## src/rtl/freqdiv_pkg.sv

```systemverilog
// Shared types and constants for the frequency-divider reconfiguration scheduler.
// The REJECT state is only reachable when FREQDIV_RANGE_CHECK_EN is defined.
package freqdiv_pkg;

   localparam int DW_DEFAULT     = 32;
   localparam int SETTLE_DEFAULT = 4;
   localparam int DIV_MIN        = 2;

   typedef enum logic [2:0] {
      IDLE   = 3'd0,
      DRAIN  = 3'd1,
      LOAD   = 3'd2,
      SETTLE = 3'd3,
      RESUME = 3'd4,
      REJECT = 3'd5
   } stateT;

endpackage

```

## src/rtl/rr_arb2.sv

```systemverilog
// Two-requester round-robin arbiter. It holds no state: the caller owns the
// Last pointer and only lets a grant out while Advance is high.
module rr_arb2 (
   input  logic       Req0,
   input  logic       Req1,
   input  logic       Last,
   input  logic       Advance,
   output logic [1:0] Grant,
   output logic       GrantValid
);

   always_comb begin
      Grant = 2'b00;
      if (Advance) begin
         // On contention the requester that was not served last wins.
         if (Req0 && Req1) Grant = Last ? 2'b01 : 2'b10;
         else if (Req0)    Grant = 2'b01;
         else if (Req1)    Grant = 2'b10;
      end
   end

   assign GrantValid = |Grant;

endmodule

```

## src/rtl/freq_div_scheduler.sv

```systemverilog
// Shares one FrequencyDivider config port between two requesters. The divider is
// sequenced disable/settle/load/settle/resume. Define FREQDIV_RANGE_CHECK_EN to reject values below DIV_MIN.
module freq_div_scheduler
   import freqdiv_pkg::*;
#(
   parameter int DW            = DW_DEFAULT,
   parameter int SETTLE_CYCLES = SETTLE_DEFAULT
) (
   input  logic          Clk,
   input  logic          Reset,
   input  logic          Req0,
   input  logic          Req1,
   input  logic [DW-1:0] Div0,
   input  logic [DW-1:0] Div1,
   input  logic          RunEn,
   output logic          Ack0,
   output logic          Ack1,
   output logic [DW-1:0] DivDin,
   output logic          DivConfig,
   output logic          DivEnable,
   output logic          Busy,
   output logic [DW-1:0] CurDiv,
   output logic          Err
);

   localparam logic [7:0] CNT_LAST = 8'(SETTLE_CYCLES - 1);

   stateT         stateReg, stateNext;
   logic [7:0]    cntReg;
   logic          lastReg, granteeReg, granteeNext;
   logic [DW-1:0] holdReg, grantDiv;
   logic          cfgValidReg, cfgValidNext;
   logic          ackNext, enableNext, rangeBad;
   logic [1:0]    grant;
   logic          grantValid;

   rr_arb2 arb (
      .Req0      (Req0),
      .Req1      (Req1),
      .Last      (lastReg),
      .Advance   (stateReg == IDLE),
      .Grant     (grant),
      .GrantValid(grantValid)
   );

   assign grantDiv = grant[1] ? Div1 : Div0;

`ifdef FREQDIV_RANGE_CHECK_EN
   localparam logic [DW-1:0] DIV_MIN_W = DW'(DIV_MIN);
   assign rangeBad = grantDiv < DIV_MIN_W;
`else
   assign rangeBad = 1'b0;
`endif

   always_comb begin
      stateNext = stateReg;
      case (stateReg)
         IDLE:    if (grantValid) stateNext = rangeBad ? REJECT : DRAIN;
         DRAIN:   if (cntReg == CNT_LAST) stateNext = LOAD;
         LOAD:    stateNext = SETTLE;
         SETTLE:  if (cntReg == CNT_LAST) stateNext = RESUME;
         RESUME:  stateNext = IDLE;
         default: stateNext = IDLE;
      endcase
   end

   // Outputs are registered, so they are derived from the state being entered.
   always_comb begin
      granteeNext  = grantValid ? grant[1] : granteeReg;
      cfgValidNext = cfgValidReg | (stateReg == LOAD);
      ackNext      = (stateNext == RESUME) || (stateNext == REJECT);
      case (stateNext)
         IDLE:    enableNext = RunEn & cfgValidNext;
         RESUME:  enableNext = RunEn;
         REJECT:  enableNext = RunEn & cfgValidReg;
         default: enableNext = 1'b0;
      endcase
   end

   always_ff @(posedge Clk) begin
      if (!Reset) begin
         stateReg    <= IDLE;
         cntReg      <= '0;
         lastReg     <= 1'b1;
         granteeReg  <= 1'b0;
         holdReg     <= '0;
         cfgValidReg <= 1'b0;
         CurDiv      <= '0;
         Ack0        <= 1'b0;
         Ack1        <= 1'b0;
         DivConfig   <= 1'b0;
         DivEnable   <= 1'b0;
         Busy        <= 1'b0;
      end else begin
         stateReg <= stateNext;
         if ((stateNext == stateReg) && (stateReg == DRAIN || stateReg == SETTLE))
            cntReg <= cntReg + 8'd1;
         else
            cntReg <= '0;
         if (grantValid) begin
            holdReg    <= grantDiv;
            granteeReg <= grant[1];
            lastReg    <= grant[1];
         end
         if (stateReg == LOAD) CurDiv <= holdReg;
         cfgValidReg <= cfgValidNext;
         Ack0        <= ackNext & ~granteeNext;
         Ack1        <= ackNext & granteeNext;
         DivConfig   <= (stateNext == LOAD);
         DivEnable   <= enableNext;
         Busy        <= (stateNext != IDLE);
      end
   end

   assign DivDin = holdReg;

`ifdef FREQDIV_RANGE_CHECK_EN
   always_ff @(posedge Clk) begin
      if (!Reset) Err <= 1'b0;
      else        Err <= (stateNext == REJECT);
   end
`else
   assign Err = 1'b0;
`endif

endmodule
```

## config.mk

```make
export PLATFORM = sky130hd
export DESIGN_NAME = freq_div_scheduler
export DESIGN_NICKNAME = d
export VERILOG_FILES = /design/src/rtl/freqdiv_pkg.sv /design/src/rtl/rr_arb2.sv /design/src/rtl/freq_div_scheduler.sv
export SDC_FILE = /design/constraint.sdc
export NUM_CORES = 1
export LEC_CHECK = 0
export CORE_MARGIN = 1
export CORE_UTILIZATION = 42
export DETAILED_ROUTE_END_ITERATION = 7
export PLACE_DENSITY = 0.78
export SYNTH_ARGS = -nofsm -noshare
export SYNTH_HDL_FRONTEND = slang
export SYNTH_SLANG_ARGS = --single-unit
```

## constraint.sdc

```tcl
create_clock -name Clk -period 1.9 [get_ports Clk]
set_input_delay 0.19 -clock Clk [delete_from_list [all_inputs] [get_ports Clk]]
set_output_delay 0.19 -clock Clk [all_outputs]
set_load 0.1 [all_outputs]
```

---- Word level (Yosys, flattened, before mapping) ----
Index checks and enable logic that the tools add are counted.
W data, S select, Z words.
word-level totals
  flip-flop bits (word level) ............. 83
  bits in latches ......................... 0
  RAM bits ................................ 0
  ROM bits ................................ 0
  bits of input ports ..................... 69
  output and inout port bits .............. 70
  memories ................................ 0
cells by class
  add/sub/neg operators ................... 1
  multiply operators ...................... 0
  divide/modulo/power cells ............... 0
  order comparisons ....................... 0
  eq/ne operators ......................... 8
  shifts and indexed selects .............. 0
  multiplexer cells ....................... 12
  bitwise operators ....................... 6
  reduce and logical (&&, ||, !) cells .... 9
operator list
  operator               number
  $mux W32               1
  $pmux W3 S4            1
  $mux W2                5
  $eq A3 B2 Y1 const B   3
  $mux W3                3
  $add A8 B1 Y8 const B  1
  $eq A8 B2 Y1 const B   1
  $eq A3 B3 Y1 const B   2
  $logic_not A3 Y1       2
  $and A1 B1 Y1          4
  $eq A3 B1 Y1 const B   1
  $eq A3 B3 Y1           1
  $pmux W1 S3            1
  $reduce_bool A3 Y1     1
  $logic_and A1 B1 Y1    2
  $logic_or A1 B1 Y1     2
  $reduce_and A2 Y1      1
  $reduce_or A2 Y1       1
  $mux W1                1
  $not A1 Y1             1
  $or A1 B1 Y1           1

---- Longest topological paths before layout ----
  depth after elaboration ................. 10
  gate-level depth with buffers ........... 6
  depth with buffers taken out ............ 4

---- Cells and area by module ----
Synthesis repeated with hierarchy kept, for this count alone.
second synthesis, totals
  cell total of the unflattened synthesis .. 374
  area, all modules ....................... 3515.9 um^2
modules (own cells, without submodules)
  module              times used  cells an instance  area each (um^2)  seq. area each (um^2)
  freq_div_scheduler  1           368                3487.1            1661.6
  rr_arb2             1           6                  28.8              0.0

---- Worst setup path before layout ----
Ideal clock, no wire load.
  kind .................................... register to register
  from .................................... register cntReg[0]
  to ...................................... register cntReg[2]
  setup time .............................. 0.125 ns
  arrival ................................. 1.358 ns
  slack ................................... 0.416 ns
  cell stages (with the launch flop) ...... 5
  path buffers ............................ 0
  cell sequence ........................... dfxtp_1 ha_1 or4b_1 o21ai_2 nor2_1
between the ends
  word-level cells in the longest chain between the ends .. 6
  elaborated cells between the ends (all ways) .. 8
  those cells by class .................... add/sub: 1; eq/ne: 2; mux: 3; reduce/logical: 2
ends and longest elaborated chain
  element                             line                                                text
  start: declaration                  freq_div_scheduler.sv:29                            logic [7:0] cntReg;
  start signal: assignment            freq_div_scheduler.sv:97                            cntReg <= cntReg + 8'd1;
  $eq A8 B2 Y1                        freq_div_scheduler.sv:59, freq_div_scheduler.sv:61
  $mux W3, on equally long branches   freq_div_scheduler.sv:61, freq_div_scheduler.sv:59
  $pmux W3 S4                         freq_div_scheduler.sv:57                            case (stateReg)
  $eq A3 B3 Y1                        freq_div_scheduler.sv:96                            if ((stateNext == stateReg) && (stateReg == DRAIN || stateReg == SETTLE))
  $logic_and A1 B1 Y1                 freq_div_scheduler.sv:96
  $reduce_and A2 Y1 (no source line)  n/a
Several ways; a longest one is shown, not always the timed one.
A chain may end at the register's enable or synchronous reset.

---- Worst setup path after layout ----
  from .................................... register cntReg[0]
  to ...................................... register cntReg[3]
Same word-level chain as after synthesis.

==> metrics.txt <==
antenna violations before repair 0; final setup margin roughly 0.24 ns; starting DRC count in detailed routing 113; CTS Hold Bufs 0; Multi-input gate area approximately 1500 um2; Post-DP HPWL 7114 um; std cell rows 32; Peak supply drop around 410 uV; RSZ-0062 raised after global routing no; #FFs+latches synth 83; via count roughly 3300; Leak between 1.5 and 2 nW; largest net degree at the start of global routing 34; Reg area between 1500 and 2000 um2; global route overflow 0; DRC violations left 0; n_diodes 0; post_cts resized 0; Hold Path Depth 3; Final GP Congestion 0.8265; sum of negative setup slack 0 ns; die width between 90 and 100 um; YS warnings 0; worst stage delay on the critical path between 0.4 and 0.5 ns; Main synth FF type dfxtp_1; Initial Util 0.4438; critical path depth 4; total power per unit cell area around 850 nW/um2; outcome finished clean; cells on worst reg2reg path 4; synthesized cell area roughly 3500 um2; DRT Pass-1 Iters 4; commonest non-fill, non-tap cells in the layout 83 x dfxtp_1, 76 x buf_4, 68 x clkdlybuf4s50_1, 66 x nand2_1, 37 x a21oi_1; CTS tree built; Tcrit/Tclk final 0.8751; final WL 9996 um; layout cells sized above 1 0.2642; Critical-path top delay cell or4b_1; Post-synth EDFFs 0; critical path data required time roughly 2.1 ns; Design Power approximately 4.3 mW; Peak Freq between 600 and 700 MHz; gr usage total 0.2279; clock root buffer master clkbuf_8; sequential share of the synthesized area 0.4746; Synth Instances approximately 370; buffer levels on the longest clock path 2; post-route ant nets 0; skew final approximately 0.014 ns; vias in the first global route 3281; HP Class in -> reg; CP Launch Type flip-flop; Placed Instances 597; Clock Latency Late Sink ~0.35 ns; CP Cell Sequence ha_1 > or4b_1 > o21ai_2 > nor2_1; commonest non-fill, non-tap cell in the layout dfxtp_1; syn avg cell area about 9.4 um2; CP Max Fanout 8; crit path time final 1.663 ns; clock sinks 83; area of the core roughly 7900 um2; nets roughly 580; fin. max-slew vios 0; Yosys cell types 38; WHS a little over 0.4 ns; first-pass GRT wire length about 16000 um; endpoints failing hold 0; Slew @ Worst Pin roughly 0.55 ns; CP Buf/Inv Count 0; CP top delay family simple AND/OR/NAND/NOR gates; Vias/cell approximately 5.5; Finished Layout Cells slightly above 600; die boundary height 93.30 um; IO Count about 140; clock slew at reported path FFs about 0.080 ns; CP Capture Type flip-flop; Post-CTS Setup Inserts 0; asr flop ratio synth 0; fill count roughly 630; setup violators final 0; wire length per cell 16.31 um; Die Footprint 8705 um2; Worst Setup Slack post-DPL approximately 0.13 ns; # H-tree levels 3; Crit Path Class reg -> reg; port bufs between 100 and 150; max-cap viol count 0; Max-slew headroom 0.6333; Worst Path Arrival 1.88 ns; syn nets 444; CTS buffer count 9; Layout Area Growth over Synthesis 44.67%
[logic make-up after synthesis]
group,synth area share
other,0.001071
buffers and inverters,0.08899
AND/OR/NAND/NOR,0.1369
XOR/XNOR,0.007507
adder cells (fa/ha/maj),0.003573
flip-flops,0.4746
AO/OA/AOI/OAI,0.2873
[synthesized netlist by cell type (2+ instances only)]
library cell / instances / share of area
a21oi_1: 37 / 0.053
a221oi_1: 4 / 0.010
a221oi_2: 28 / 0.12
buf_2: 15 / 0.021
buf_6: 4 / 0.013
clkbuf_1: 12 / 0.013
dfxtp_1: 83 / 0.47
inv_1: 36 / 0.039
nand2_1: 66 / 0.071
nand3_1: 5 / 0.0071
nand4_1: 3 / 0.0054
nor2_1: 10 / 0.011
nor2b_1: 2 / 0.0036
nor3_1: 3 / 0.0043
o21ai_0: 6 / 0.0086
o21ai_2: 2 / 0.0050
o32ai_1: 32 / 0.080
or3_1: 5 / 0.0089
xnor2_1: 2 / 0.0050
[cell type report]
| cell class | instances | share of cell area |
|---|---|---|
| Sequential cell | 83 | 0.3281 |
| Multi-Input combinational cell | 222 | 0.3048 |
| Timing Repair Buffer | 153 | 0.2826 |
| Inverter | 37 | 0.02742 |
| Clock buffer | 11 | 0.02594 |
| Tap cell | 102 | 0.02520 |
| Clock inverter | 5 | 0.005929 |
[worst reg2reg max path, cell delays in order, from the launching register on]
cell and delay, ns:
dfxtp_1 0.37, ha_1 0.23, or4b_1 0.49, o21ai_2 0.36
nor2_1 0.09
[where the power goes]
part	internal [mW]	switching, mW	leakage (nW)
logic	0.408	0.892	1.15
clock network	0.469	0.616	0.0791
registers	1.83	0.0771	0.678
[per-layer routing]
| metal | vias up | GRT usage | share of wire |
|---|---|---|---|
| li1 | 1611 | - | - |
| met1 | 1569 | 0.2861 | 0.42 |
| met2 | 144 | 0.3836 | 0.48 |
| met3 | 18 | 0.05041 | 0.081 |
| met4 | 0 | 0.08077 | 0.018 |
| met5 | - | 0 | 0 |
[stage by stage]
step / utilization / instance area, um2
final: 0.6421 / 5065
after global routing: 0.6421 / 5065
after CTS: 0.6421 / 5065
after detailed placement: 0.6217 / 4903
after global placement: 0.6217 / 4903
after floorplan: - / 3501
[final timing paths]
path | start | to | slack [ns]
worst max-delay path | cntReg[0]$_SDFF_PN0_ | cntReg[3]$_SDFF_PN0_ | 0.24
worst min-delay path | RunEn | DivEnable$_SDFF_PN0_ | 0.40
worst max register to register | cntReg[0]$_SDFF_PN0_ | cntReg[3]$_SDFF_PN0_ | 0.24
worst min register to register | CurDiv[10]$_SDFFE_PN0N_ | CurDiv[10]$_SDFFE_PN0N_ | 0.46
[flip-flops by register name, summed over array words and instances, names as in the netlist, 3 cells and up]
signal and cells:
CurDiv 32, DivDin 32, cntReg 8, stateReg 3
(Power assumes the default switching activity.)
